==> config.mk <==
export PLATFORM = sky130hd
export DESIGN_NAME = alu_txn_engine
export DESIGN_NICKNAME = d
export VERILOG_FILES = /design/src/rtl/alu_txn_engine_pkg.sv /design/src/rtl/alu_txn_engine_settle.sv /design/src/rtl/alu_txn_engine.sv
export SDC_FILE = /design/constraint.sdc
export NUM_CORES = 1
export LEC_CHECK = 0
export BUFFER_PORTS_ARGS = -buffer_cell sky130_fd_sc_hd__buf_2
export CAP_MARGIN = 40
export CORE_AREA = 4 4 81 83
export DETAILED_ROUTE_END_ITERATION = 7
export DIE_AREA = 0 0 85 87
export GPL_TIMING_DRIVEN = 0
export PLACE_DENSITY = 0.83
export SLEW_MARGIN = 20
export SYNTH_ARGS = -nofsm -noshare
export SYNTH_HDL_FRONTEND = slang
export SYNTH_SLANG_ARGS = --single-unit
==> constraint.sdc <==
create_clock -name clk -period 2.4 [get_ports clk]
set_input_delay 0 -clock clk [delete_from_list [all_inputs] [get_ports clk]]
set_output_delay 0 -clock clk [all_outputs]
set_load 0.02 [all_outputs]
==> src/rtl/alu_txn_engine_pkg.sv <==
// Shared types for the ALU transaction engine: op encodings, FSM states and
// the op/response payloads carried between the request and response sides.
package alu_txn_engine_pkg;

  localparam int unsigned OPND_W = 8;
  localparam int unsigned RES_W  = 12;

  typedef enum logic [1:0] {
    ALU_ADD = 2'b00,
    ALU_SUB = 2'b01,
    ALU_MUL = 2'b10,
    ALU_AND = 2'b11
  } alu_op_e;

  typedef enum logic [1:0] {
    S_IDLE   = 2'b00,
    S_SETTLE = 2'b01,
    S_RESP   = 2'b10
  } state_e;

  typedef struct packed {
    logic [1:0]        sel;
    logic [OPND_W-1:0] a;
    logic [OPND_W-1:0] b;
    logic              cin;
  } op_t;

  typedef struct packed {
    logic [RES_W-1:0] result;
    logic             cout;
    logic [1:0]       sel;
  } rsp_t;

endpackage

==> src/rtl/alu_txn_engine_settle.sv <==
// Settle-window down-counter: load starts the window, zero rises one cycle
// after the count reaches 0 so capture lands SETTLE_CYCLES+1 edges after load.
module alu_settle_timer #(
  parameter int unsigned SETTLE_CYCLES = 2
) (
  input  logic clk,
  input  logic rst,
  input  logic load,
  output logic zero
);

  localparam int unsigned CW = $clog2(SETTLE_CYCLES + 1);

  logic [CW-1:0] count;

  always_ff @(posedge clk or posedge rst) begin
    if (rst) begin
      count <= '0;
      zero  <= 1'b0;
    end else if (load) begin
      count <= CW'(SETTLE_CYCLES - 1);
      zero  <= 1'b0;
    end else begin
      zero <= (count == '0);
      if (count != '0) count <= count - CW'(1);
    end
  end

endmodule

==> src/rtl/alu_txn_engine.sv <==
// ALU transaction front-end: latches one op per request handshake, holds the
// ALU inputs for a settle window, then returns the captured result.
module alu_txn_engine
  import alu_txn_engine_pkg::*;
#(
  parameter int unsigned SETTLE_CYCLES = 2,
  parameter int unsigned TAG_W         = 4,
  parameter int unsigned CNT_W         = 16
) (
  input  logic             clk,
  input  logic             rst,
  input  logic             req_valid,
  output logic             req_ready,
  input  logic [1:0]       req_sel,
  input  logic [7:0]       req_a,
  input  logic [7:0]       req_b,
  input  logic             req_cin,
  input  logic [TAG_W-1:0] req_tag,
  output logic [3:0]       alu_a4,
  output logic [3:0]       alu_b4,
  output logic [5:0]       alu_a6,
  output logic [5:0]       alu_b6,
  output logic [7:0]       alu_a8,
  output logic [7:0]       alu_b8,
  output logic [1:0]       alu_sel,
  output logic             alu_carry_in,
  input  logic [11:0]      alu_result,
  input  logic             alu_carry_out,
  output logic             rsp_valid,
  input  logic             rsp_ready,
  output logic [11:0]      rsp_result,
  output logic             rsp_cout,
  output logic [1:0]       rsp_sel,
  output logic [TAG_W-1:0] rsp_tag,
  output logic             busy,
  output logic [CNT_W-1:0] op_count
);

  state_e           state, state_next;
  logic             timer_zero;
  logic             req_fire, rsp_fire, capture;
  op_t              op;
  logic [TAG_W-1:0] op_tag;
  rsp_t             rsp;

  alu_settle_timer #(.SETTLE_CYCLES(SETTLE_CYCLES)) u_timer (
    .clk  (clk),
    .rst  (rst),
    .load (req_fire),
    .zero (timer_zero)
  );

  always_ff @(posedge clk or posedge rst) begin
    if (rst) state <= S_IDLE;
    else     state <= state_next;
  end

  always_comb begin
    state_next = state;
    case (state)
      S_IDLE:   if (req_fire) state_next = S_SETTLE;
      S_SETTLE: if (timer_zero) state_next = S_RESP;
      S_RESP:   if (rsp_ready) state_next = req_valid ? S_SETTLE : S_IDLE;
      default:  state_next = S_IDLE;
    endcase
  end

  // Accept can overlap the response handshake, giving back-to-back ops.
  always_comb begin
    req_ready = (state == S_IDLE) || ((state == S_RESP) && rsp_ready);
    req_fire  = req_valid && req_ready;
    rsp_fire  = (state == S_RESP) && rsp_ready;
    capture   = (state == S_SETTLE) && timer_zero;
  end

  always_ff @(posedge clk or posedge rst) begin
    if (rst) begin
      op        <= '0;
      op_tag    <= '0;
      rsp       <= '0;
      rsp_tag   <= '0;
      rsp_valid <= 1'b0;
      busy      <= 1'b0;
      op_count  <= '0;
    end else begin
      if (req_fire) begin
        op     <= '{sel: req_sel, a: req_a, b: req_b, cin: req_cin};
        op_tag <= req_tag;
      end
      if (capture) begin
        rsp     <= '{result: alu_result, cout: alu_carry_out, sel: op.sel};
        rsp_tag <= op_tag;
      end
      rsp_valid <= (state_next == S_RESP);
      busy      <= (state_next != S_IDLE);
      if (rsp_fire && (op_count != '1)) op_count <= op_count + CNT_W'(1);
    end
  end

  assign alu_a8       = op.a;
  assign alu_b8       = op.b;
  assign alu_a6       = op.a[5:0];
  assign alu_b6       = op.b[5:0];
  assign alu_a4       = op.a[3:0];
  assign alu_b4       = op.b[3:0];
  assign alu_sel      = op.sel;
  assign alu_carry_in = op.cin;
  assign rsp_result   = rsp.result;
  assign rsp_cout     = rsp.cout;
  assign rsp_sel      = rsp.sel;

endmodule

# Word level (Yosys, flattened, before mapping)
# Index checks and enable logic that the tools add are counted.
[word_totals]
reg_bits = 65
[op_classes]
add_sub_neg = 2
muxes = 8
n_eq_ne = 4
n_reduce_logical = 10
[ops]
columns = ["cell", "count"]
rows = [
  ["$add A16 B1 Y16 const B", 1],
  ["$ne A16 B16 Y1 const B", 1],
  ["$mux W2", 5],
  ["$pmux W2 S3", 1],
  ["$reduce_bool A2 Y1", 3],
  ["$eq A2 B2 Y1 const B", 2],
  ["$logic_and A1 B1 Y1", 4],
  ["$logic_not A2 Y1", 2],
  ["$eq A2 B1 Y1 const B", 1],
  ["$mux W1", 2],
  ["$sub A2 B1 Y2 const B", 1],
  ["$logic_or A1 B1 Y1", 1],
]

# Depth between registers and ports, before layout
# Gate-level depths: netlist of the first run.
[logic_depth]
depth_word = 7
depth_mapped = 6
ltp_nobuf = 5

# Cells and area by module
# From an unflattened synthesis of the first run, not the netlist that was laid out.
[hier_totals]
cells_unflattened = 217
hier_area_um2 = 2967.8
[modules_own_cells]
columns = ["mod", "seq_area_each_um2", "instances", "area_each_um2", "cells_per_inst"]
rows = [
  ["alu_txn_engine", 1551.5, 1, 2834.0, 205],
  ["alu_settle_timer", 75.1, 1, 133.9, 12],
]

# Worst setup path before layout of the first run
# No wires, ideal clock.
[synth_timing]
path_type = "register -> register"
start = "reg state[1]"
end = "reg op, in the netlist alu_a8[0]"
period_less_slack_ns = 1.677
arrival_time_ns = 1.552
setup_time_ns = 0.125
path_stages_with_launch = 7
path_slack_ns = 0.723
required_ns = 2.275
path_cell_list = "dfrtp_1 > and2b_1 > nor2_2 > and2_4 > buf_6 > buf_12 > mux2_4"
[synth_via]
elab_chain_len = 4
[synth_rtl]
columns = ["element", "line_no", "source"]
rows = [
  ["start: declaration", "alu_txn_engine.sv:39", "state_e state, state_next;"],
  ["start signal: assignment", "alu_txn_engine.sv:55", "else state <= state_next;"],
  ["$eq A2 B2 Y1", "alu_txn_engine.sv:70", "req_ready = (state == S_IDLE) || ((state == S_RESP) && rsp_ready);"],
  ["$logic_and A1 B1 Y1", "alu_txn_engine.sv:70", ""],
  ["$logic_or A1 B1 Y1 (*)", "alu_txn_engine.sv:70", ""],
  ["net req_ready", "alu_txn_engine.sv:13", "output logic req_ready,"],
  ["$logic_and A1 B1 Y1 (*)", "alu_txn_engine.sv:71", "req_fire = req_valid && req_ready;"],
  ["end signal: assignment", "alu_txn_engine.sv:87", "op <= '{sel: req_sel, a: req_a, b: req_b, cin: req_cin};"],
  ["end: declaration", "alu_txn_engine.sv:42", "op_t op;"],
]
# The timed path passes the listed nets; every way through them passes the cells marked *.
# A chain may end at the register's enable or synchronous reset.

# Worst setup path in the final report of the first run
[layout_timing]
start = "reg state[0]"
end = "reg op_count[15]"
[layout_via]
elab_chain_len = 3
[layout_rtl]
columns = ["element", "line_no", "source"]
rows = [
  ["$eq A2 B2 Y1", "alu_txn_engine.sv:72", "rsp_fire = (state == S_RESP) && rsp_ready;"],
  ["$logic_and A1 B1 Y1", "alu_txn_engine.sv:72", ""],
  ["$logic_and A1 B1 Y1", "alu_txn_engine.sv:96", "if (rsp_fire && (op_count != '1)) op_count <= op_count + CNT_W'(1);"],
  ["end signal: assignment", "alu_txn_engine.sv:96", ""],
  ["end: declaration", "alu_txn_engine.sv:36", "output logic [CNT_W-1:0] op_count"],
]
# No other way between the ends.

==> results of run 1 <==
[per-stage QoR]
stage | instance area [um2] | total power [uW] | hold WS (ns)
after floorplan | 2990 | 3670 | 0.107
after global placement | 3670 | 4360 | 0.231
after detailed placement | 3690 | 4450 | 0.0398
after CTS | 4280 | 5420 | 0.242
after global routing | 4280 | 5720 | 0.271
final | 4280 | 5400 | 0.249
[state kept, by name, summed over array words and instances, names as in the netlist, 2 cells and up]
register and count:
alu_a8 8, rsp_sel 2, op_tag 4, alu_sel 2
rsp_result 12, u_timer.count 2, alu_b8 8, op_count 16
state 2, rsp_tag 4
[per-layer routing]
layer  up-vias  wire [um]  track usage, %
met5         -          0               0
met4         0         96            7.77
met3         7        414            3.50
met2        75       3590            33.9
met1      1075       2740            22.6
li1       1055          -               -
[worst max-delay path, stage by stage, from the launching register on]
cell and delay, ns:
dfrtp_1 0.35, buf_2 0.16, and3b_1 0.29, nand4_4 0.19
nor3_1 0.24, mux2_2 0.36
[area by class of cell]
class	count	area, um2	share of cell area (%)
Buffer	27	228	5.32
Clock buffer	12	155	3.63
Clock inverter	3	40.0	0.936
Inverter	4	17.5	0.410
Multi-Input combinational cell	117	1120	26.3
Sequential cell	65	1630	38.0
Tap cell	75	93.8	2.19
Timing Repair Buffer	156	991	23.2
[report_power, final]
| part | switching (uW) | total [uW] | internal, uW | leakage [uW] |
|---|---|---|---|---|
| Sequential | 301 | 1850 | 1540 | 0.000788 |
| Combinational | 1350 | 2630 | 1280 | 0.00128 |
| Clock | 392 | 920 | 528 | 0.000102 |
[cell usage after synthesis (4+ instances only)]
library cell | count | area share, %
mux2_4 | 20 | 10
inv_1 | 4 | 0.50
nor2_1 | 4 | 0.50
a21oi_1 | 4 | 0.67
buf_4 | 20 | 5.0
mux2_2 | 24 | 9.0
xor2_1 | 7 | 2.0
nand2_1 | 8 | 1.0
dfrtp_1 | 65 | 54
nand4_1 | 4 | 0.84
xnor2_1 | 6 | 1.8
and3_1 | 4 | 0.84
[how the worst max path moves through the flow]
stage | end | slack, ns | cells after the start
6_report | op_count[15]$_DFFE_PP0P_ | 0.69 | 5
5_1_grt | op_count[15]$_DFFE_PP0P_ | 0.65 | 5
3_5_place_dp | op_count[15]$_DFFE_PP0P_ | 0.71 | 5
4_1_cts | op_count[15]$_DFFE_PP0P_ | 0.70 | 5
3_3_place_gp | alu_b8[5]$_DFFE_PP0P_ | 0.02 | 2
2_1_floorplan | alu_a8[0]$_DFFE_PP0P_ | 0.72 | 6
[kinds of logic (layout without fill, tap and decap cells)]
family          Yosys count  after routing  share of synthesized area (%)
compound gates           16             16                           4.22
buf+inv                  31            202                           8.11
fa+ha+maj                 2              2                          0.836
flops                    65             65                           54.3
mux                      44             44                           19.1
xor+xnor                 13             13                           3.80
simple gates             42             42                           9.65
[timing repair]
action,4_1_cts,5_1_grt
endpoints found under the hold margin,73,0
setup endpoints to repair,0,0
hold buffers,39,0
==> results.toml, run 1 <==
[clock_tree]
clkLatencyLatePin_ns = 0.33
clk_pin_slew_ns = 0.07
cts_resized = 0
cts_tree = "done"
htreeDepth = 3
cts_buffer_depth = 2
post_cts_buffers = 0
cts_sinks = 65
numCtsBuffers = 9
cts_root_buf = "clkbuf_8"

[logic_synthesis]
ys_ff_latch = 65
synthFlopType = "dfrtp_1"
synth_fp_nets = 255
synth.distinct_cells = 40
ys_seq_area_share_pct = 54.3
syn_inst = 213
synthArstFlopShare_pct = 100
synth.cell_area_um2 = 2990
ys_warn_count = 0
synth_edf_count = 0
avgSynthCellArea_um2 = 14.1

[floorplanning]
coreArea_um2 = 5850
die_w_um = 85
start_util_pct = 51.2
dieArea_um2 = 7400
ios = 117
die_h_um = 87
rows = 28

[layout]
fillCellCount = 388
n_antenna_cell = 0
final_cell_mix = "buf_2 (119), dfrtp_1 (65), dlygate4sd3_1 (39), mux2_2 (24)"
post-route-util_pct = 73.1
drive_gt1_share_pct = 55.7
nNetsFinal = 422
instances_no_fill = 459
area_growth_pct = 42.8
final_common_cell = "buf_2"

[routing]
via_per_inst = 4.82
first_iter_violations = 53
remaining_drc_errors = 0
wl_per_cell_um = 14.9
route.vias.total = 2212
drt_first_pass_iters = 4
ant_nets = 0
drt-total-wl_mm = 6.84

[timing]
setup_viol = 0
max_freq_mhz = 585
fin_setup_tns_ns = 0
finalMaxSlewViolations = 0
max_slew_margin_pct = 69.7
period_share_pct = 71.2
finClkSkew_ns = 0.0141
worst_pin_slew_ns = 0.453
rsz0062_at_grt = "no"
finalWorstSetupSlack_ns = 0.692
fin_crit_ns = 1.71
finalHoldViolCount = 0

[critical_path]
start_kind = "flip-flop"
worstPathArrival_ns = 1.91
r2r_cells = 5
worstPathMaxFanout = 9
timing.rr.end = "op_count[15]$_DFFE_PP0P_"
endpoint_kind = "flip-flop"
crit_type = "flip-flop to flip-flop"
r2r-start = "state[0]$_DFF_PP0_"
worstSetupStartpoint = "state[0]$_DFF_PP0_"
required_ns = 2.60
reg2reg_slack_ns = 0.69

[status]
status = "finished clean"

[global_route]
grt-ovfl-total = 0
grt_max_degree = 34
grt_pass1_wl_mm = 11.0
antenna_found_initial = 0
grt_pass1_vias = 2278
grt_usage_pct = 19.0

[power]
p_per_area_nw_per_um2 = 1260
power_leakage_uw = 0.00217
ir_drop_mv = 0.927

[placed_design]
port_buffers = 116
post-place-ws_ns = 0.712
place_hpwl_mm = 4.70
post-place-cells = 405
place_congestion = 0.851

[job]
drv_cap = 0

[worst_hold_path]
hold_class = "primary input to async pin"
Power figures use the tool's default switching activity.
==> run 2: changes to the inputs <==
- ABC_AREA: not set -> 1
- CORE_AREA: 4 4 81 83 -> 4 4 89 91
- DIE_AREA: 0 0 85 87 -> 0 0 93 95
- PLACE_DENSITY: 0.83 -> 0.74
- clock period: 2.4 -> 1.5 ns (I/O delays scaled with it)
==> results.toml, run 2 <==
[status]
status = "finished clean"

[global_route]
grt_pass1_vias = 2781
grt_usage_pct = 18.2
antenna_found_initial = 0
grt-ovfl-total = 0
grt_pass1_wl_mm = 12.7
grt_max_degree = 30

[timing]
worst_pin_slew_ns = 0.359
max_slew_margin_pct = 76.1
fin_crit_ns = 1.42
period_share_pct = 94.6
fin_setup_tns_ns = 0
rsz0062_at_grt = "no"
finClkSkew_ns = 0.0134
max_freq_mhz = 705
whs_ns = 0.0901
finalMaxSlewViolations = 0
finalHoldViolCount = 0
setup_viol = 0

[logic_synthesis]
yosys.area.top_type = "dfrtp_1"
synth.area.top_cells = "dfrtp_1 (53%), nand2_1 (17%), buf_4 (4.9%)"
ys_seq_area_share_pct = 53.5
synth_compound_area_share_pct = 3.87
synth_xor_area_share_pct = 1.73
ys_ff_latch = 65
netlist.area_leader.share_pct = 53.5
ys_warn_count = 0
yosys.area_share.simple_pct = 24.8
yosys-top-cells-count = "nand2_1 (134), dfrtp_1 (65), inv_1 (30)"
synth_fp_nets = 388
synth_edf_count = 0
synthFlopType = "dfrtp_1"
synth_top_family_by_area = "simple AND/OR/NAND/NOR gates"
syn_inst = 346
synthArstFlopShare_pct = 100
muxShareOfSynthArea_pct = 4.81
synth.distinct_cells = 23
yosysMostFrequentCell = "nand2_1"
synth.cell_area_um2 = 3040
avgSynthCellArea_um2 = 8.79
synth_adder_area_share_pct = 0.822

[critical_path]
critPathCapture = "op_count[9]$_DFFE_PP0P_"
reg2reg_slack_ns = 0.08
timing.rr.end = "op_count[9]$_DFFE_PP0P_"
r2r-start = "op_count[4]$_DFFE_PP0P_"
worstPathMaxFanout = 5
crit_type = "flip-flop to flip-flop"
worstSetupStartpoint = "op_count[4]$_DFFE_PP0P_"
r2r_cells = 8
start_kind = "flip-flop"
required_ns = 1.79
endpoint_kind = "flip-flop"
worstPathArrival_ns = 1.71

[power]
ir_drop_mv = 1.05
p_per_area_nw_per_um2 = 1870
power_leakage_uw = 0.00240

[layout]
area_growth_pct = 48.3
final_cell_mix = "nand2_1 (133), buf_2 (120), dfrtp_1 (58), dlygate4sd3_1 (38), inv_1 (29)"
largest_reg_flops = 16
largest-register = "op_count"
drive_gt1_share_pct = 39.7
final_common_cell = "nand2_1"
n_antenna_cell = 0
nNetsFinal = 561

[placed_design]
place_hpwl_mm = 5.11
place_congestion = 0.856
port_buffers = 116

[worst_hold_path]
hold_class = "primary input to flip-flop"
hold-path-cell-count = 5

[clock_tree]
htreeDepth = 3
numCtsBuffers = 9
cts_tree = "done"
cts_sinks = 65
cts_root_buf = "clkbuf_8"
clkLatencyLatePin_ns = 0.35
clk_pin_slew_ns = 0.09
cts_buffer_depth = 2

[routing]
via_per_inst = 4.56
drt-total-wl_mm = 7.92
ant_nets = 0
wl_per_cell_um = 12.7
remaining_drc_errors = 0
first_iter_violations = 71
drt_first_pass_iters = 5
route.vias.total = 2839

[floorplanning]
ios = 117
die_h_um = 95
coreArea_um2 = 7140
rows = 31
die_w_um = 93
dieArea_um2 = 8840
start_util_pct = 42.6

[job]
drv_cap = 0
-- run 2: logic make-up (layout without fill, tap and decap cells) --
kind of cell	after synthesis	count (layout)
AO/OA/AOI/OAI	22	23
multiplexers	13	13
XOR/XNOR	6	6
flip-flops	65	65
buffers and inverters	61	238
AND/OR/NAND/NOR	177	177
adder cells (fa/ha/maj)	2	2
-- run 2: metal layers --
layer	up-vias	wire, um	part of all wire [%]	track usage, %
met5	-	0	0	0
met4	0	170	2.1	8.79
met3	18	376	4.7	3.27
met2	87	4260	54	33.8
met1	1331	3110	39	19.9
li1	1403	-	-	-
-- run 2: worst min-delay path by stage --
stage                                   end       from  slack [ns]
2_1_floorplan           rsp_valid$_DFF_PP0_  rsp_ready        0.11
3_3_place_gp          alu_a8[4]$_DFFE_PP0P_   req_a[4]        0.19
3_5_place_dp        op_count[0]$_DFFE_PP0P_        rst       -0.02
4_1_cts        u_timer.count[0]$_DFFE_PP0N_  req_valid        0.07
5_1_grt        u_timer.count[0]$_DFFE_PP0N_  req_valid        0.15
6_report       u_timer.count[0]$_DFFE_PP0N_  req_valid        0.09
-- run 2: critical path, cell delays in order, from the launching register on --
cell      delay [ns]
dfrtp_2         0.45
nand2_1         0.12
inv_1           0.05
nand2_1         0.09
nor2_4          0.06
buf_12          0.13
a21boi_2        0.29
nand2_1         0.10
nand2_1         0.07
-- run 2: area by class of cell --
cell class	count	area, um2
Clock buffer	9	124
Fill cell	619	2630
Clock inverter	7	101
Inverter	33	128
Multi-Input combinational cell	221	1150
Buffer	28	200
Sequential cell	65	1640
Tap cell	99	124
Timing Repair Buffer	161	1050
-- run 2: where the power goes --
group,switching (uW),total [uW],internal [uW]
combinational,2290,3880,1590
sequential,437,2870,2440
clock,739,1690,955
total,3470,8450,4980
-- run 2: through the flow --
step	setup slack (ns)	util, %	std cells	power, uW	instance area, um2
4_1_cts	0.0259	61.9	619	8420	4420
6_report	0.0814	63.2	623	8450	4510
3_3_place_gp	-0.00683	52.6	561	6460	3750
2_1_floorplan	0.00527	-	346	5370	3050
5_1_grt	0.00402	63.2	623	9010	4510
3_5_place_dp	-0.0469	53.1	563	6590	3790
-- run 2: what timing repair did --
action | 4_1_cts | 5_1_grt
cloned | 0 | 1
buffers inserted | 2 | 3
hold endpoints to repair | 103 | 0
pin swaps | 1 | 3
setup endpoints to repair | 10 | 22
hold buffers | 38 | 0
gates resized for setup | 1 | 18
==> run 3: changes to the inputs <==
- CTS_BUF_LIST: not set -> sky130_fd_sc_hd__clkbuf_16
==> results.toml, run 3 (synthesis results as in run 2) <==
[clock_tree]
clk_pin_slew_ns = 0.06
cts_root_buf = "clkbuf_16"
cts_sinks = 65
clkLatencyLatePin_ns = 0.33
cts_buffer_depth = 2
htreeDepth = 3
numCtsBuffers = 9
cts_tree = "done"

[timing]
finClkSkew_ns = 0.00808
period_share_pct = 95.5
setup_viol = 0
worst_pin_slew_ns = 0.363
max_freq_mhz = 698
finalHoldViolCount = 0
max_slew_margin_pct = 75.8
finalMaxSlewViolations = 0
fin_crit_ns = 1.43

[floorplanning]
coreArea_um2 = 7140
die_w_um = 93
start_util_pct = 42.6
rows = 31
dieArea_um2 = 8840
die_h_um = 95
ios = 117

[layout]
final_cell_mix = "nand2_1 (133), buf_2 (120), dfrtp_1 (58), dlygate4sd3_1 (38), inv_1 (29)"
largest-register = "op_count"
drive_gt1_share_pct = 39.6
fillCellCount = 617
n_antenna_cell = 0
layout.area.seq_um2 = 1640
final_common_cell = "nand2_1"
nNetsFinal = 560
multi_input_area_um2 = 1140
area_growth_pct = 51.2
postLayoutCellArea_um2 = 4600
largest_reg_flops = 16
post-route-util_pct = 64.5

[power]
ir_drop_mv = 1.02
power_leakage_uw = 0.00244
p_per_area_nw_per_um2 = 1960
p_total_uw = 9040

[worst_hold_path]
min-delay-start = "req_valid"
hold_end = "u_timer.count[0]$_DFFE_PP0N_"
hold_class = "primary input to flip-flop"
hold-path-cell-count = 5

[global_route]
grt_usage_pct = 18.7
antenna_found_initial = 0
grt_pass1_wl_mm = 13.0
grt_max_degree = 30
grt-ovfl-total = 0
grt_pass1_vias = 2780

[critical_path]
start_kind = "flip-flop"
worstPathMaxFanout = 5
r2r_cells = 8
crit_slowest_cell = "dfrtp_1"
reg2reg_slack_ns = 0.07
endpoint_kind = "flip-flop"
worstPathArrival_ns = 1.65
cpPeakStageDelay_ns = 0.41
crit_top_cell = "nand2_1"
r2r-start = "op_count[0]$_DFFE_PP0P_"
crit_type = "flip-flop to flip-flop"
path_cells = "ha_4, nand3_4, nor2_4, buf_6, a21boi_4, buf_4, nand2_1, nand2_1"
required_ns = 1.72
timing.rr.end = "op_count[9]$_DFFE_PP0P_"

[job]
drv_cap = 0

[routing]
first_iter_violations = 65
drt_first_pass_iters = 4
wl_per_cell_um = 12.8
remaining_drc_errors = 0
ant_nets = 0
drt-total-wl_mm = 7.94
route.vias.total = 2818
via_per_inst = 4.53

[placed_design]
dpl_cell_area_um2 = 3790
place_congestion = 0.856
port_buffers = 116
place_hpwl_mm = 5.11

[status]
status = "finished clean"
run 3: cell count changes in the layout (fill, tap and decap cells not counted), sizes merged:
cell    delta
a21boi     -1
run 3: per-stage QoR:
stage / TNS, ns / setup WS (ns) / instances / hold WS, ns
after floorplan: 0 / 0.00527 / 346 / 0.108
after global placement: -0.0286 / -0.00683 / 561 / 0.193
after detailed placement: -0.224 / -0.0469 / 563 / -0.0152
after CTS: 0 / 0.0456 / 622 / 0.0937
after global routing: -0.00142 / -0.00142 / 622 / 0.170
final: 0 / 0.0682 / 622 / 0.103
run 3: timing repair:
item	CTS	global route
pin swaps	2	2
hold buffers	38	0
setup buffers	5	0
setup endpoints to repair	10	22
resized for setup	2	20
hold endpoints to repair	103	0
run 3: cell type report:
| class | count | area share [%] |
|---|---|---|
| well taps | 99 | 2.69 |
| clock inverters | 7 | 2.20 |
| clock buffers | 9 | 4.89 |
| plain buffers | 28 | 4.35 |
| inverters | 33 | 2.77 |
| repair buffers | 161 | 22.7 |
| flip-flops and latches | 65 | 35.5 |
| multi-input cells | 220 | 24.8 |
run 3: power breakdown:
| group | leakage, uW | internal, uW | switching (uW) |
|---|---|---|---|
| combinational | 0.00147 | 1600 | 2290 |
| sequential | 0.000808 | 2440 | 442 |
| clock | 0.000158 | 1470 | 796 |
run 3: layer usage:
metal / part of all wire [%] / track usage [%]
met2: 53 / 34.1
met4: 2.0 / 7.57
met5: 0 / 0
met1: 40 / 20.8
met3: 5.2 / 4.78
run 3: how the worst max path moves through the flow:
| stage | cells past startpoint | start | slack [ns] | endpoint |
|---|---|---|---|---|
| finish | 8 | op_count[0]$_DFFE_PP0P_ | 0.07 | op_count[9]$_DFFE_PP0P_ |
| global route | 9 | op_count[13]$_DFFE_PP0P_ | -0.001 | op_count[11]$_DFFE_PP0P_ |
| CTS | 8 | state[1]$_DFF_PP0_ | 0.05 | alu_b8[0]$_DFFE_PP0P_ |
| detailed placement | 6 | op_count[0]$_DFFE_PP0P_ | -0.05 | op_count[13]$_DFFE_PP0P_ |
| floorplan | 8 | op_count[1]$_DFFE_PP0P_ | 0.005 | op_count[9]$_DFFE_PP0P_ |
| global placement | 6 | op_count[0]$_DFFE_PP0P_ | -0.007 | op_count[0]$_DFFE_PP0P_ |
run 3: worst max-delay path: cells and delay by family, from the launching register on:
kind            cells  cell delay (ns)
flops               1             0.41
simple gates        4             0.39
compound gates      1             0.05
fa+ha+maj           1             0.17
buf+inv             2             0.28
